## src/rtl/mul_issue_ctrl_if.sv

```systemverilog
// Request, multiplier and writeback signal bundle for mul_issue_ctrl.
// The master modport is the controller; slave is the surrounding
// execute stage, shift-add multiplier and register file.
interface mul_issue_ctrl_if #(
  parameter int WIDTH = 16,
  parameter int RD_W  = 4
);
  logic             req_valid;
  logic             req_ready;
  logic [WIDTH-1:0] req_a;
  logic [WIDTH-1:0] req_b;
  logic [RD_W-1:0]  req_rd;
  logic [WIDTH-1:0] mul_a;
  logic [WIDTH-1:0] mul_b;
  logic             mul_st;
  logic             mul_idle;
  logic             mul_done;
  logic [WIDTH-1:0] mul_prod;
  logic             wb_valid;
  logic [RD_W-1:0]  wb_rd;
  logic [WIDTH-1:0] wb_data;
  logic             wb_ack;

  modport master (
    input  req_valid, req_a, req_b, req_rd, mul_idle, mul_done, mul_prod, wb_ack,
    output req_ready, mul_a, mul_b, mul_st, wb_valid, wb_rd, wb_data
  );

  modport slave (
    output req_valid, req_a, req_b, req_rd, mul_idle, mul_done, mul_prod, wb_ack,
    input  req_ready, mul_a, mul_b, mul_st, wb_valid, wb_rd, wb_data
  );
endinterface

```

## src/rtl/mul_issue_ctrl.sv

```systemverilog
// Sequencer between the execute stage and the 16x16 shift-add multiplier.
// Takes one request at a time, starts the multiplier once it is idle,
// captures the low product bits and hands them to the register file.
// Zero operands bypass the multiplier; results for r0 are dropped; a
// watchdog aborts a multiply that never reports done.
module mul_issue_ctrl #(
  parameter int WIDTH       = 16,
  parameter int RD_W        = 4,
  parameter int TIMEOUT     = 64,
  parameter int ZERO_BYPASS = 1
) (
  input  logic              Clk,
  input  logic              rst,
  mul_issue_ctrl_if.master  bus,
  output logic              busy,
  output logic              timeout_err
);

  localparam int CNT_W = (TIMEOUT > 2) ? $clog2(TIMEOUT) : 1;
  localparam logic [CNT_W-1:0] CNT_LAST = CNT_W'(TIMEOUT - 1);

  typedef enum logic [2:0] {
    S_IDLE,
    S_WAIT_IDLE,
    S_START,
    S_RUN,
    S_WB
  } state_t;

  state_t           state;
  state_t           state_n;
  logic [WIDTH-1:0] op_a;
  logic [WIDTH-1:0] op_b;
  logic [RD_W-1:0]  rd;
  logic [WIDTH-1:0] wb_data_q;
  logic [RD_W-1:0]  wb_rd_q;
  logic [CNT_W-1:0] cnt;
  logic             req_ready;
  logic             accept;
  logic             bypass_hit;
  logic             mul_st;
  logic             wb_valid;

  assign req_ready  = (state == S_IDLE);
  assign busy       = !req_ready;
  assign accept     = bus.req_valid && req_ready;
  assign bypass_hit = (ZERO_BYPASS != 0) &&
                      ((bus.req_a == '0) || (bus.req_b == '0));

  assign bus.req_ready = req_ready;
  assign bus.mul_a     = op_a;
  assign bus.mul_b     = op_b;
  assign bus.mul_st    = mul_st;
  assign bus.wb_valid  = wb_valid;
  assign bus.wb_rd     = wb_rd_q;
  assign bus.wb_data   = wb_data_q;

  // State register.
  always_ff @(posedge Clk) begin
    if (rst) state <= S_IDLE;
    else     state <= state_n;
  end

  // Next-state decode plus the per-state strobes (start, writeback, abort).
  always_comb begin
    state_n     = state;
    mul_st      = 1'b0;
    wb_valid    = 1'b0;
    timeout_err = 1'b0;
    case (state)
      S_IDLE: begin
        if (bus.req_valid) begin
          if (bypass_hit) state_n = (bus.req_rd == '0) ? S_IDLE : S_WB;
          else            state_n = S_WAIT_IDLE;
        end
      end
      S_WAIT_IDLE: begin
        if (bus.mul_idle) state_n = S_START;
      end
      S_START: begin
        mul_st  = 1'b1;
        state_n = S_RUN;
      end
      S_RUN: begin
        if (bus.mul_done) begin
          state_n = (rd != '0) ? S_WB : S_IDLE;
        end else if (cnt == CNT_LAST) begin
          timeout_err = 1'b1;
          state_n     = S_IDLE;
        end
      end
      S_WB: begin
        wb_valid = 1'b1;
        if (bus.wb_ack) state_n = S_IDLE;
      end
      default: state_n = S_IDLE;
    endcase
  end

  // Operand/destination latch, watchdog counter and writeback capture.
  always_ff @(posedge Clk) begin
    if (rst) begin
      op_a      <= '0;
      op_b      <= '0;
      rd        <= '0;
      wb_data_q <= '0;
      wb_rd_q   <= '0;
      cnt       <= '0;
    end else begin
      if (accept) begin
        op_a <= bus.req_a;
        op_b <= bus.req_b;
        rd   <= bus.req_rd;
        if (bypass_hit) begin
          wb_data_q <= '0;
          wb_rd_q   <= bus.req_rd;
        end
      end
      if (state == S_START) begin
        cnt <= '0;
      end else if (state == S_RUN && !bus.mul_done && cnt != CNT_LAST) begin
        cnt <= cnt + 1'b1;
      end
      if (state == S_RUN && bus.mul_done) begin
        wb_data_q <= bus.mul_prod;
        wb_rd_q   <= rd;
      end
    end
  end

endmodule

```

## src/flat_wrapper.sv

```systemverilog
// flat-port wrapper written by rule: the top's interface ports become plain ports
module mul_issue_ctrl_flat 
#(
  parameter int WIDTH       = 16,
  parameter int RD_W        = 4,
  parameter int TIMEOUT     = 64,
  parameter int ZERO_BYPASS = 1
)
  (Clk, rst, busy, timeout_err, bus_req_valid, bus_req_a, bus_req_b, bus_req_rd, bus_mul_idle, bus_mul_done, bus_mul_prod, bus_wb_ack, bus_req_ready, bus_mul_a, bus_mul_b, bus_mul_st, bus_wb_valid, bus_wb_rd, bus_wb_data);
  mul_issue_ctrl_if #(.WIDTH(WIDTH), .RD_W(RD_W)) bus_i ();
  input  logic Clk;
  input  logic rst;
  output logic busy;
  output logic timeout_err;
  input wire logic [$bits(bus_i.req_valid)-1:0] bus_req_valid;
  input wire logic [$bits(bus_i.req_a)-1:0] bus_req_a;
  input wire logic [$bits(bus_i.req_b)-1:0] bus_req_b;
  input wire logic [$bits(bus_i.req_rd)-1:0] bus_req_rd;
  input wire logic [$bits(bus_i.mul_idle)-1:0] bus_mul_idle;
  input wire logic [$bits(bus_i.mul_done)-1:0] bus_mul_done;
  input wire logic [$bits(bus_i.mul_prod)-1:0] bus_mul_prod;
  input wire logic [$bits(bus_i.wb_ack)-1:0] bus_wb_ack;
  output wire logic [$bits(bus_i.req_ready)-1:0] bus_req_ready;
  output wire logic [$bits(bus_i.mul_a)-1:0] bus_mul_a;
  output wire logic [$bits(bus_i.mul_b)-1:0] bus_mul_b;
  output wire logic [$bits(bus_i.mul_st)-1:0] bus_mul_st;
  output wire logic [$bits(bus_i.wb_valid)-1:0] bus_wb_valid;
  output wire logic [$bits(bus_i.wb_rd)-1:0] bus_wb_rd;
  output wire logic [$bits(bus_i.wb_data)-1:0] bus_wb_data;
  assign bus_i.req_valid = bus_req_valid;
  assign bus_i.req_a = bus_req_a;
  assign bus_i.req_b = bus_req_b;
  assign bus_i.req_rd = bus_req_rd;
  assign bus_i.mul_idle = bus_mul_idle;
  assign bus_i.mul_done = bus_mul_done;
  assign bus_i.mul_prod = bus_mul_prod;
  assign bus_i.wb_ack = bus_wb_ack;
  assign bus_req_ready = bus_i.req_ready;
  assign bus_mul_a = bus_i.mul_a;
  assign bus_mul_b = bus_i.mul_b;
  assign bus_mul_st = bus_i.mul_st;
  assign bus_wb_valid = bus_i.wb_valid;
  assign bus_wb_rd = bus_i.wb_rd;
  assign bus_wb_data = bus_i.wb_data;
  mul_issue_ctrl #(.WIDTH(WIDTH), .RD_W(RD_W), .TIMEOUT(TIMEOUT), .ZERO_BYPASS(ZERO_BYPASS)) u_core (.Clk(Clk), .rst(rst), .bus(bus_i), .busy(busy), .timeout_err(timeout_err));
endmodule
```

## config.mk

```make
export PLATFORM = sky130hd
export DESIGN_NAME = mul_issue_ctrl_flat
export DESIGN_NICKNAME = d
export VERILOG_FILES = /design/src/rtl/mul_issue_ctrl_if.sv /design/src/rtl/mul_issue_ctrl.sv /design/src/flat_wrapper.sv
export SDC_FILE = /design/constraint.sdc
export NUM_CORES = 1
export LEC_CHECK = 0
export CAP_MARGIN = 40
export CORE_MARGIN = 3
export CORE_UTILIZATION = 38
export DETAILED_ROUTE_END_ITERATION = 8
export PLACE_DENSITY_LB_ADDON = 0.12
export SLEW_MARGIN = 10
export SYNTH_ARGS = -nofsm -noshare
export SYNTH_HDL_FRONTEND = slang
export SYNTH_SLANG_ARGS = --single-unit
```

## constraint.sdc

```tcl
create_clock -name Clk -period 1.5 [get_ports Clk]
set_input_delay 0.3 -clock Clk [delete_from_list [all_inputs] [get_ports Clk]]
set_output_delay 0.3 -clock Clk [all_outputs]
set_load 0.02 [all_outputs]
```

==> results.json <==
{
  "status": "finished with violations",
  "violations": "setup timing",
  "worst_slew_pin_slew_ns": 0.434,
  "synth_top_area_share_pct": 47.8,
  "fmax_mhz": 615,
  "dieArea_mm2": 0.00821,
  "die_height_um": 90.6,
  "gr-usage-all-layers_pct": 19.4,
  "min_path_type": "input port to flip-flop",
  "grt_max_degree": 25,
  "first_pass_iters": 4,
  "min_to": "u_core.bus.mul_b[9]",
  "tns_ns": -3.64,
  "synth_flop_cell": "dfxtp_1",
  "worstSkewPairLatency_ns": 0.33,
  "cts_hold_buf": 0,
  "skew_ns": 0.00664,
  "cts_buffers": 9,
  "max_slew_margin_pct": 70.9,
  "setup_viol": 60,
  "worst-path-max-fanout": 24,
  "yosys.cell_types.count": 44,
  "irDropWorstVdd_v": 0.000601,
  "synth_area_per_cell_um2": 8.92,
  "p_leak_nw": 2.12,
  "p_sw_share_pct": 29.5,
  "core_area_mm2": 0.00687,
  "p_int_w": 0.00317,
  "cts-htree-levels": 3,
  "combPwrFrac_pct": 25.1,
  "netlist_top_cells_area": "dfxtp_1 (48%), nand2_1 (11%), a21oi_1 (7.5%), a32o_1 (5.9%), nor4_1 (2.1%)",
  "rows": 30,
  "layout_commonest_cell": "dlygate4sd2_1",
  "ys_warn_count": 0,
  "hold_violations": 0,
  "seqPwrFrac_pct": 42.4,
  "dp_hpwl_mm": 5.58,
  "synthArstFlopShare_pct": 0,
  "critPathCaptureType": "flip-flop",
  "rrSetupSlack_ns": -0.12,
  "antenna_found_initial": 0,
  "top_usage_layer": "met2",
  "rr_worst_depth": 5,
  "routed_wirelength_mm": 8.49,
  "holdWs_ns": 0.280,
  "cts.sinks": 65,
  "overflow": 0,
  "drtAntennaViolNets": 0,
  "routed_via_density": 5.10,
  "cts_tree": "done",
  "drv_cap": 0,
  "gp_congestion": 0.842,
  "root_buffer": "clkbuf_8",
  "nets": 513,
  "ioPinCount": 115,
  "synth_top_area_cell": "dfxtp_1",
  "min_from": "bus_req_b[9]",
  "grt_pass1_vias": 2767,
  "slew_viol_final": 0,
  "powerDensity_mw_per_mm2": 934,
  "drc": 0,
  "insertedDiodeCount": 0,
  "grtUsageMet1_pct": 23.6,
  "dpl_cell_area_mm2": 0.00421,
  "crit_path_start_kind": "flip-flop",
  "fp.dieW_um": 90.6,
  "vias": 2833,
  "post-route-period-util_pct": 108,
  "p_switching_w": 0.00133,
  "met3_usage_pct": 5.50,
  "synth.yosys.seq_area_share_pct": 47.8,
  "synth-seq-cells": 65,
  "syn_nets": 364,
  "syn_inst": 305,
  "design_area_mm2": 0.00482,
  "grt_util_met2_pct": 31.9,
  "cp_data_arrival_time_ns": 1.83,
  "synth_edf_count": 0,
  "rr_startpoint": "u_core.state[1]",
  "numPortBuffers": 114,
  "syn2layout_area_growth_pct": 77.1,
  "layout_common_cells": "dlygate4sd2_1 (81), nand2_1 (66), dfxtp_1 (62), buf_4 (30), a21oi_1 (28)",
  "min_period_ns": 1.62,
  "clock_path_buffers": 2,
  "wire_per_inst_um": 15.3,
  "path_clk_slew_ns": 0.07,
  "rsz0062_at_grt": "true",
  "critPathKind": "flip-flop to flip-flop",
  "start_util_pct": 39.6,
  "grt_pass1_wl_mm": 13.1,
  "whs_path_depth": 3,
  "setup_ws_ns": -0.125,
  "syn_area_mm2": 0.00272,
  "clockPowerShare_pct": 32.5,
  "drive_above_1_share_pct": 30.1,
  "drt_iter0_drc": 113,
  "critical_path_required_ns": 1.71,
  "r2r-end": "u_core.bus.mul_a[8]"
}
power groups by stage:
stage	clock, W	sequential [W]	combinational [W]
after global routing	0.00158	0.00192	0.00121
after floorplan	0	0.00202	0.000403
after global placement	0	0.00192	0.000986
final	0.00146	0.00191	0.00113
after CTS	0.00150	0.00189	0.00100
after detailed placement	0	0.00193	0.000992
sequential cells by signal, summed over array words and instances (netlist names):
signal and flops:
u_core.bus.mul_b 16, u_core.cnt 6, u_core.state 3, u_core.bus.wb_rd 4, u_core.bus.wb_data 16, u_core.rd 4, u_core.bus.mul_a 16
per-stage QoR:
| step | power [W] | std cells | util (%) | setup slack [ns] |
|---|---|---|---|---|
| 3_3_place_gp | 0.00291 | 531 | 61.3 | -0.707 |
| 3_5_place_dp | 0.00292 | 531 | 61.3 | -0.743 |
| 5_1_grt | 0.00471 | 555 | 70.2 | -0.165 |
| 4_1_cts | 0.00439 | 553 | 65.7 | -0.110 |
| 2_1_floorplan | 0.00242 | 305 | - | -0.0186 |
| 6_report | 0.00450 | 555 | 70.2 | -0.125 |
layer usage:
layer	vias up	wire [µm]
met5	-	0
li1	1400	-
met2	78	4240
met4	0	115
met3	12	515
met1	1343	3610
layout make-up:
cell class                 count  area [µm²]
fill                         574        2050
tap                           96         120
inverter                       2        12.5
clock buffer                  11         141
clock inverter                 5        55.1
multi-input combinational    217        1660
timing repair buffer         159        1520
sequential                    65        1310
synth_stat cells (2+ instances only):
cell,n
nor3_1,2
clkbuf_1,5
buf_4,4
xor2_1,5
and4_1,2
a32o_1,16
nor2_1,11
a22oi_1,4
nand3_1,2
mux2_2,4
nand4_1,6
nor3b_1,4
dfxtp_1,65
buf_6,3
nand2_1,80
nor4_1,9
mux2i_1,2
buf_2,9
nor2b_1,2
inv_1,2
a21oi_1,41
o21ai_0,2
o221ai_1,4
logic make-up (layout without fill, tap and decap cells):
group | count (synthesis) | in the layout | synth area share (%)
and+or+nand+nor | 130 | 130 | 24.1
buffers and inverters | 24 | 177 | 5.10
muxes | 6 | 6 | 2.39
AOI/OAI and AO/OA | 74 | 75 | 18.5
DFF | 65 | 65 | 47.8
adders and majority gates | 1 | 1 | 0.460
xor gates and xnor gates | 5 | 5 | 1.61
worst max-delay path by stage:
stage / from / endpoint / depth (start not counted)
after global routing: u_core.state[2] / timeout_err / 3
after floorplan: u_core.state[2] / u_core.bus.mul_a[0] / 6
after global placement: bus_req_a[10] / u_core.bus.wb_data[0] / 6
after CTS: u_core.state[0] / timeout_err / 3
final: u_core.state[1] / u_core.bus.mul_a[8] / 5
after detailed placement: bus_req_a[10] / u_core.bus.wb_data[12] / 6
critical path, cell delays in order, from the launching register on:
cell and delay (ns):
dfxtp_4 0.36, buf_4 0.15, or4b_4 0.63, buf_12 0.21, nand2_1 0.08, a21oi_1 0.07
what timing repair did:
item | 4_1_cts | 5_1_grt
pin swaps | 25 | 35
endpoints found under the setup margin | 115 | 66
cloned | 3 | 0
resized for setup | 140 | 71
setup buffers | 4 | 2
endpoints found under the hold margin | 0 | 0
No activity file was read; power rests on OpenSTA's default activity.
